### src/rtl/uart_driver_pkg.sv
// Shared constants, FSM state type and byte-select helper for the UART sample driver.
package uart_driver_pkg;

  localparam int DATA_W         = 22;
  localparam int BYTES_PER_WORD = 3;
  localparam int BITS_PER_BYTE  = 8;
  localparam int FRAME_W        = BYTES_PER_WORD * BITS_PER_BYTE;

  typedef enum logic [1:0] {
    IDLE,
    START,
    DATA,
    STOP
  } tx_state_e;

  // Byte b of a sample, least significant first; the top byte is zero-padded.
  function automatic logic [BITS_PER_BYTE-1:0] word_byte(input logic [DATA_W-1:0] w,
                                                          input logic [1:0]        b);
    logic [FRAME_W-1:0] padded;
    padded = {{(FRAME_W-DATA_W){1'b0}}, w};
    case (b)
      2'd0:    word_byte = padded[7:0];
      2'd1:    word_byte = padded[15:8];
      default: word_byte = padded[23:16];
    endcase
  endfunction

endpackage

### src/rtl/sample_fifo.sv
// Synchronous first-word-fall-through FIFO holding samples awaiting transmission.
module sample_fifo #(
  parameter int DEPTH  = 16,
  parameter int DATA_W = uart_driver_pkg::DATA_W
) (
  input  logic              sys_clock,
  input  logic              reset,
  input  logic              push,
  input  logic              pop,
  input  logic [DATA_W-1:0] din,
  output logic [DATA_W-1:0] dout,
  output logic              full,
  output logic              empty
);

  localparam int              AW         = $clog2(DEPTH);
  localparam logic [AW:0]     FULL_COUNT = (AW+1)'(DEPTH);

  logic [DATA_W-1:0] mem [DEPTH];
  logic [AW-1:0]     wr_ptr;
  logic [AW-1:0]     rd_ptr;
  logic [AW:0]       count;
  logic              do_push;
  logic              do_pop;

  assign empty   = (count == '0);
  assign full    = (count == FULL_COUNT);
  assign do_pop  = pop & ~empty;
  // A pop frees a slot in the same cycle, so a full FIFO still accepts a push then.
  assign do_push = push & (~full | do_pop);
  assign dout    = mem[rd_ptr];

  always_ff @(posedge sys_clock) begin
    if (reset) begin
      wr_ptr <= '0;
      rd_ptr <= '0;
      count  <= '0;
    end else begin
      if (do_push) wr_ptr <= wr_ptr + 1'b1;
      if (do_pop)  rd_ptr <= rd_ptr + 1'b1;
      case ({do_push, do_pop})
        2'b10:   count <= count + 1'b1;
        2'b01:   count <= count - 1'b1;
        default: ;
      endcase
    end
  end

  // NOTE: storage has no reset; emptiness is tracked by the pointers and count alone.
  always_ff @(posedge sys_clock) begin
    if (do_push) mem[wr_ptr] <= din;
  end

endmodule

### src/rtl/uart_driver.sv
// Buffers 22-bit samples and serialises each as three 8N1 bytes paced by an external bit strobe.
module uart_driver
  import uart_driver_pkg::*;
#(
  parameter int DEPTH = 16
) (
  input  logic              sys_clock,
  input  logic              reset,
  output logic              UART_TX,
  input  logic              UART_send,
  input  logic              new_frame,
  input  logic [DATA_W-1:0] i_data
);

  logic                     send_d;
  logic                     tick;
  logic                     fifo_push;
  logic                     fifo_pop;
  logic                     fifo_full;
  logic                     fifo_empty;
  logic [DATA_W-1:0]        fifo_dout;
  tx_state_e                state;
  logic [1:0]               byte_idx;
  logic [2:0]               bit_idx;
  logic [DATA_W-1:0]        shift_word;
  logic [BITS_PER_BYTE-1:0] cur_byte;
  logic                     last_byte;

  assign tick      = UART_send & ~send_d;
  assign cur_byte  = word_byte(shift_word, byte_idx);
  assign last_byte = (byte_idx == 2'(BYTES_PER_WORD-1));
  assign fifo_pop  = tick & ~fifo_empty & ((state == IDLE) | ((state == STOP) & last_byte));
  assign fifo_push = new_frame & (~fifo_full | fifo_pop);

  sample_fifo #(
    .DEPTH  (DEPTH),
    .DATA_W (DATA_W)
  ) u_fifo (
    .sys_clock (sys_clock),
    .reset     (reset),
    .push      (fifo_push),
    .pop       (fifo_pop),
    .din       (i_data),
    .dout      (fifo_dout),
    .full      (fifo_full),
    .empty     (fifo_empty)
  );

  // NOTE: all state here is updated with non-blocking assignments so every branch sees pre-edge values.
  always_ff @(posedge sys_clock) begin
    if (reset) begin
      send_d     <= 1'b1;
      state      <= IDLE;
      UART_TX    <= 1'b1;
      byte_idx   <= '0;
      bit_idx    <= '0;
      shift_word <= '0;
    end else begin
      send_d <= UART_send;
      if (tick) begin
        case (state)
          IDLE: begin
            if (!fifo_empty) begin
              shift_word <= fifo_dout;
              byte_idx   <= '0;
              UART_TX    <= 1'b0;
              state      <= START;
            end
          end
          START: begin
            UART_TX <= cur_byte[0];
            bit_idx <= '0;
            state   <= DATA;
          end
          DATA: begin
            if (bit_idx == 3'(BITS_PER_BYTE-1)) begin
              UART_TX <= 1'b1;
              state   <= STOP;
            end else begin
              bit_idx <= bit_idx + 3'd1;
              UART_TX <= cur_byte[3'(bit_idx + 3'd1)];
            end
          end
          STOP: begin
            if (!last_byte) begin
              byte_idx <= byte_idx + 2'd1;
              UART_TX  <= 1'b0;
              state    <= START;
            end else if (!fifo_empty) begin
              // Next word starts straight from the stop bit, no idle gap.
              shift_word <= fifo_dout;
              byte_idx   <= '0;
              UART_TX    <= 1'b0;
              state      <= START;
            end else begin
              state <= IDLE;
            end
          end
          default: state <= IDLE;
        endcase
      end
    end
  end

endmodule

### config.mk
export PLATFORM = sky130hd
export DESIGN_NAME = uart_driver
export DESIGN_NICKNAME = d
export VERILOG_FILES = /design/src/rtl/uart_driver_pkg.sv /design/src/rtl/sample_fifo.sv /design/src/rtl/uart_driver.sv
export SDC_FILE = /design/constraint.sdc
export NUM_CORES = 1
export LEC_CHECK = 0
export CORE_MARGIN = 4
export CORE_UTILIZATION = 55
export CTS_CLUSTER_DIAMETER = 60
export DETAILED_ROUTE_END_ITERATION = 12
export PLACE_DENSITY = 0.79
export SLEW_MARGIN = 20
export SYNTH_ARGS = -nofsm -noshare
export SYNTH_HDL_FRONTEND = slang
export SYNTH_SLANG_ARGS = --single-unit
export TNS_END_PERCENT = 5
### constraint.sdc
create_clock -name sys_clock -period 3.4 [get_ports sys_clock]
set_input_delay 0.85 -clock sys_clock [delete_from_list [all_inputs] [get_ports sys_clock]]
set_output_delay 0.85 -clock sys_clock [all_outputs]
set_load 0.01 [all_outputs]
==> reports/summary.txt <==
Result of the run: finished clean
Class of the tightest hold or removal check: flop to flop
Total Die Area: 0.0321 mm2
CTS max path bufs: 3
Netlist cell types: 57
Number of setup violations in the final report: 0
Antenna cell count: 0
Total CTS buffers: 40
Destination of the worst register-to-register timing path: u_fifo.count[4]$_SDFFE_PP0P_
Most common cell after layout, fill and taps aside: sky130_fd_sc_hd__edfxtp_1
Reg-to-Reg Start: state[0]$_SDFFE_PP0P_
Area grow syn2layout: 12.5%
Chip Width: 179 um
Register-to-Register Path Depth: 12
Detailed Route Iter0 Violations: 797
Series of cell instances along the critical path: clkdlybuf4s50_1 > nand2b_1 > a21oi_2 > o21ai_4 > ha_1 > xor2_1 > ha_1 > o31a_1 > o21ai_0 > a31oi_1 > or3_1 > a21oi_1
Share of post-route cells with drive strength above 1: 22.1%
Worst path most repeated cell: sky130_fd_sc_hd__ha_1
Final slew viol count: 0
Number of ports placed on the die boundary: 27
CTS H-tree lvls: 2
Worst hold slack: 0.463 ns
Critical path fanouts, max: 4
Power consumption: 10200 uW
Reported max-cap violation count: 0
Warning count from the yosys run: 0
Post-synthesis async set-or-reset flop share: 0%
Count of hold-fix buffers inserted at cts: 0
Post-synthesis instance total: 810
Number of I/O port buffers: 26
Most congested layer reported by global routing: met2
Destination of the worst hold path: bit_idx[1]$_SDFFE_PP0P_
Global Route met3 Usage: 4.01%
Clock Latency Late Sink: 0.53 ns
Wirelength, routed: 32300 um
Fill cell instance count of the final layout: 1913
Mean instance size in the synthesized netlist: 19.9 um2
Unrepaired setup endpoints after global routing: false
Last weighted congestion value of the routability-driven placer: 0.817
Footprint of the multi-input gates: 0.00413 mm2
GRT Overall Usage: 20.6%
Largest delay contributor family on the critical path: compound AO/OA/AOI/OAI gates
Number of enable flip-flop cells after synthesis: 352
Worst Min Path Start: bit_idx[1]$_SDFFE_PP0P_
Final worst clock skew: 0.0144 ns
Hold Path Cell Cnt: 2
GRT met1 Usage: 29.8%
FP Rows: 62
Worst Path Arrival: 3.21 ns
Endpoint kind of the worst setup timing path: flop
Core outline area: 0.0288 mm2
HPWL after detailed placement: 19600 um
Setup TNS: 0 ns
Period Utilization, post-route: 80.9%
Total count of hold-check failures in the final report: 0
CTS root buffer: sky130_fd_sc_hd__clkbuf_16
Detailed-router iteration count before antenna repair: 5
Share of the core filled with cells: 63.0%
Clock-pin slew reported for the worst setup and hold paths after clock tree synthesis: 0.06 ns
CP max-delay cell: sky130_fd_sc_hd__clkdlybuf4s50_1
CTS sink count: 400
Setup bufs post-CTS: 0
Total power per unit cell area: 560 mW/mm2
R2r setup slk: 0.70 ns
P_leak: 0.00584 uW
Predominant post-synthesis flop cell: sky130_fd_sc_hd__edfxtp_1
Global-route wire length before repair: 49300 um
Layout Nets: 928
Max incr delay on CP: 0.48 ns
Number of buffer and inverter stages on the critical path: 1
FF/Latch Area: 0.0115 mm2
Sequential fraction of the synthesis area: 71.5%
Vias in the first global route: 8151
Path length in cells of the critical path: 12
Residual DRC count: 0
Post-cts sizing count: 0
Cell Area, Placed: 0.0169 mm2
Post-layout min period: 2.75 ns
Overall via count from detail_route: 8016
CTS tree: done
GR Overflow Total: 0
Net count of the mapped netlist: 852
Number of antenna violations at the first check in global routing: 0
Register bit count reported by yosys: 400
Element type at the critical path start: primary input
Met2 usage: 32.9%
Max rail drop VDD: 0.426 mV
Tightest slew margin relative to the limit: 24.0%
Least-Margin Pin Slew: 1.14 ns
Via-to-Cell Ratio: 6.17
Post-Syn Area: 0.0161 mm2
Critical path class: primary input to flop
Fmax: 0.364 GHz
Data required time at the worst endpoint: 3.86 ns
Maximum number of pins on one net before global-route repair: 36
DIE HEIGHT: 179 um
Initial standard-cell utilization of the core: 56.0%
Most frequent cells in the layout: sky130_fd_sc_hd__edfxtp_1 (352), sky130_fd_sc_hd__mux4_2 (68), sky130_fd_sc_hd__buf_4 (50)
Routed Antenna Nets: 0
Final design instance area without fill: 0.0181 mm2
Routed wire length per instance: 24.8 um
layer usage:
layer,wire [um],up-vias
li1,-,3490
met1,13700,4195
met2,15800,282
met3,2150,49
met4,651,0
met5,0,-
stage by stage:
step | setup WS (ns) | std cells
detailed placement | 0.111 | 1228
finish | 0.650 | 1299
floorplan | 0.344 | 810
CTS | 0.657 | 1299
global route | 0.436 | 1299
global placement | 0.149 | 1228
where the power goes:
group	switching, uW	total (uW)	internal [uW]
logic	289	522	233
registers	44.6	5460	5420
clock network	1790	4170	2390
total	2120	10200	8040
synthesized netlist by cell type (all sizes together) (9+ instances only):
| master | instances | share of area [%] |
|---|---|---|
| a211oi | 24 | 1.6 |
| a21oi | 33 | 1.0 |
| a22o | 22 | 1.2 |
| buf | 25 | 1.5 |
| clkbuf | 21 | 1.1 |
| dfxtp | 48 | 6.0 |
| edfxtp | 352 | 66 |
| ha | 16 | 1.2 |
| inv | 10 | 0.23 |
| mux2i | 28 | 1.7 |
| mux4 | 91 | 13 |
| nand2 | 9 | 0.21 |
| nor2 | 20 | 0.47 |
| nor2b | 28 | 1.1 |
| o21ai | 14 | 0.50 |
sequential cells by signal, summed over array words and instances (netlist names), named ones only:
register	flops
shift_word	22
u_fifo.wr_ptr	4
u_fifo.count	5
UART_TX	1
bit_idx	3
u_fifo.rd_ptr	4
byte_idx	2
u_fifo.mem	352
send_d	1
state	2
how the worst max path moves through the flow:
stage / startpoint / end / slack [ns]
global route: UART_send / u_fifo.count[4]$_SDFFE_PP0P_ / 0.44
detailed placement: UART_send / u_fifo.count[4]$_SDFFE_PP0P_ / 0.11
floorplan: UART_send / u_fifo.count[4]$_SDFFE_PP0P_ / 0.34
finish: UART_send / u_fifo.count[4]$_SDFFE_PP0P_ / 0.65
CTS: UART_send / u_fifo.count[4]$_SDFFE_PP0P_ / 0.66
global placement: UART_send / u_fifo.count[4]$_SDFFE_PP0P_ / 0.15
cell families (layout without fill, tap and decap cells):
family                     count (synthesis)  after routing  share of synthesized area (%)
buffers and inverters                     56            161                           2.88
muxes                                    121            121                           15.1
xor gates and xnor gates                   9              9                          0.489
AOI/OAI and AO/OA                        114            114                           5.40
DFF                                      400            400                           71.5
and+or+nand+nor                           94             94                           3.37
adders and majority gates                 16             16                           1.24
final cells by class:
cell class	instances	area share [%]
Tap cell	384	2.65
Multi-Input combinational cell	354	22.8
Clock inverter	21	0.917
Timing Repair Buffer	80	3.94
Inverter	10	0.207
Clock buffer	50	5.90
Sequential cell	400	63.6
worst min-delay path: cells and delay by family, from the launching register on:
kind            cells  cell delay, ns
flops               1            0.31
simple gates        1            0.05
compound gates      1            0.05
Note: power is estimated with default switching activity, not from simulation.
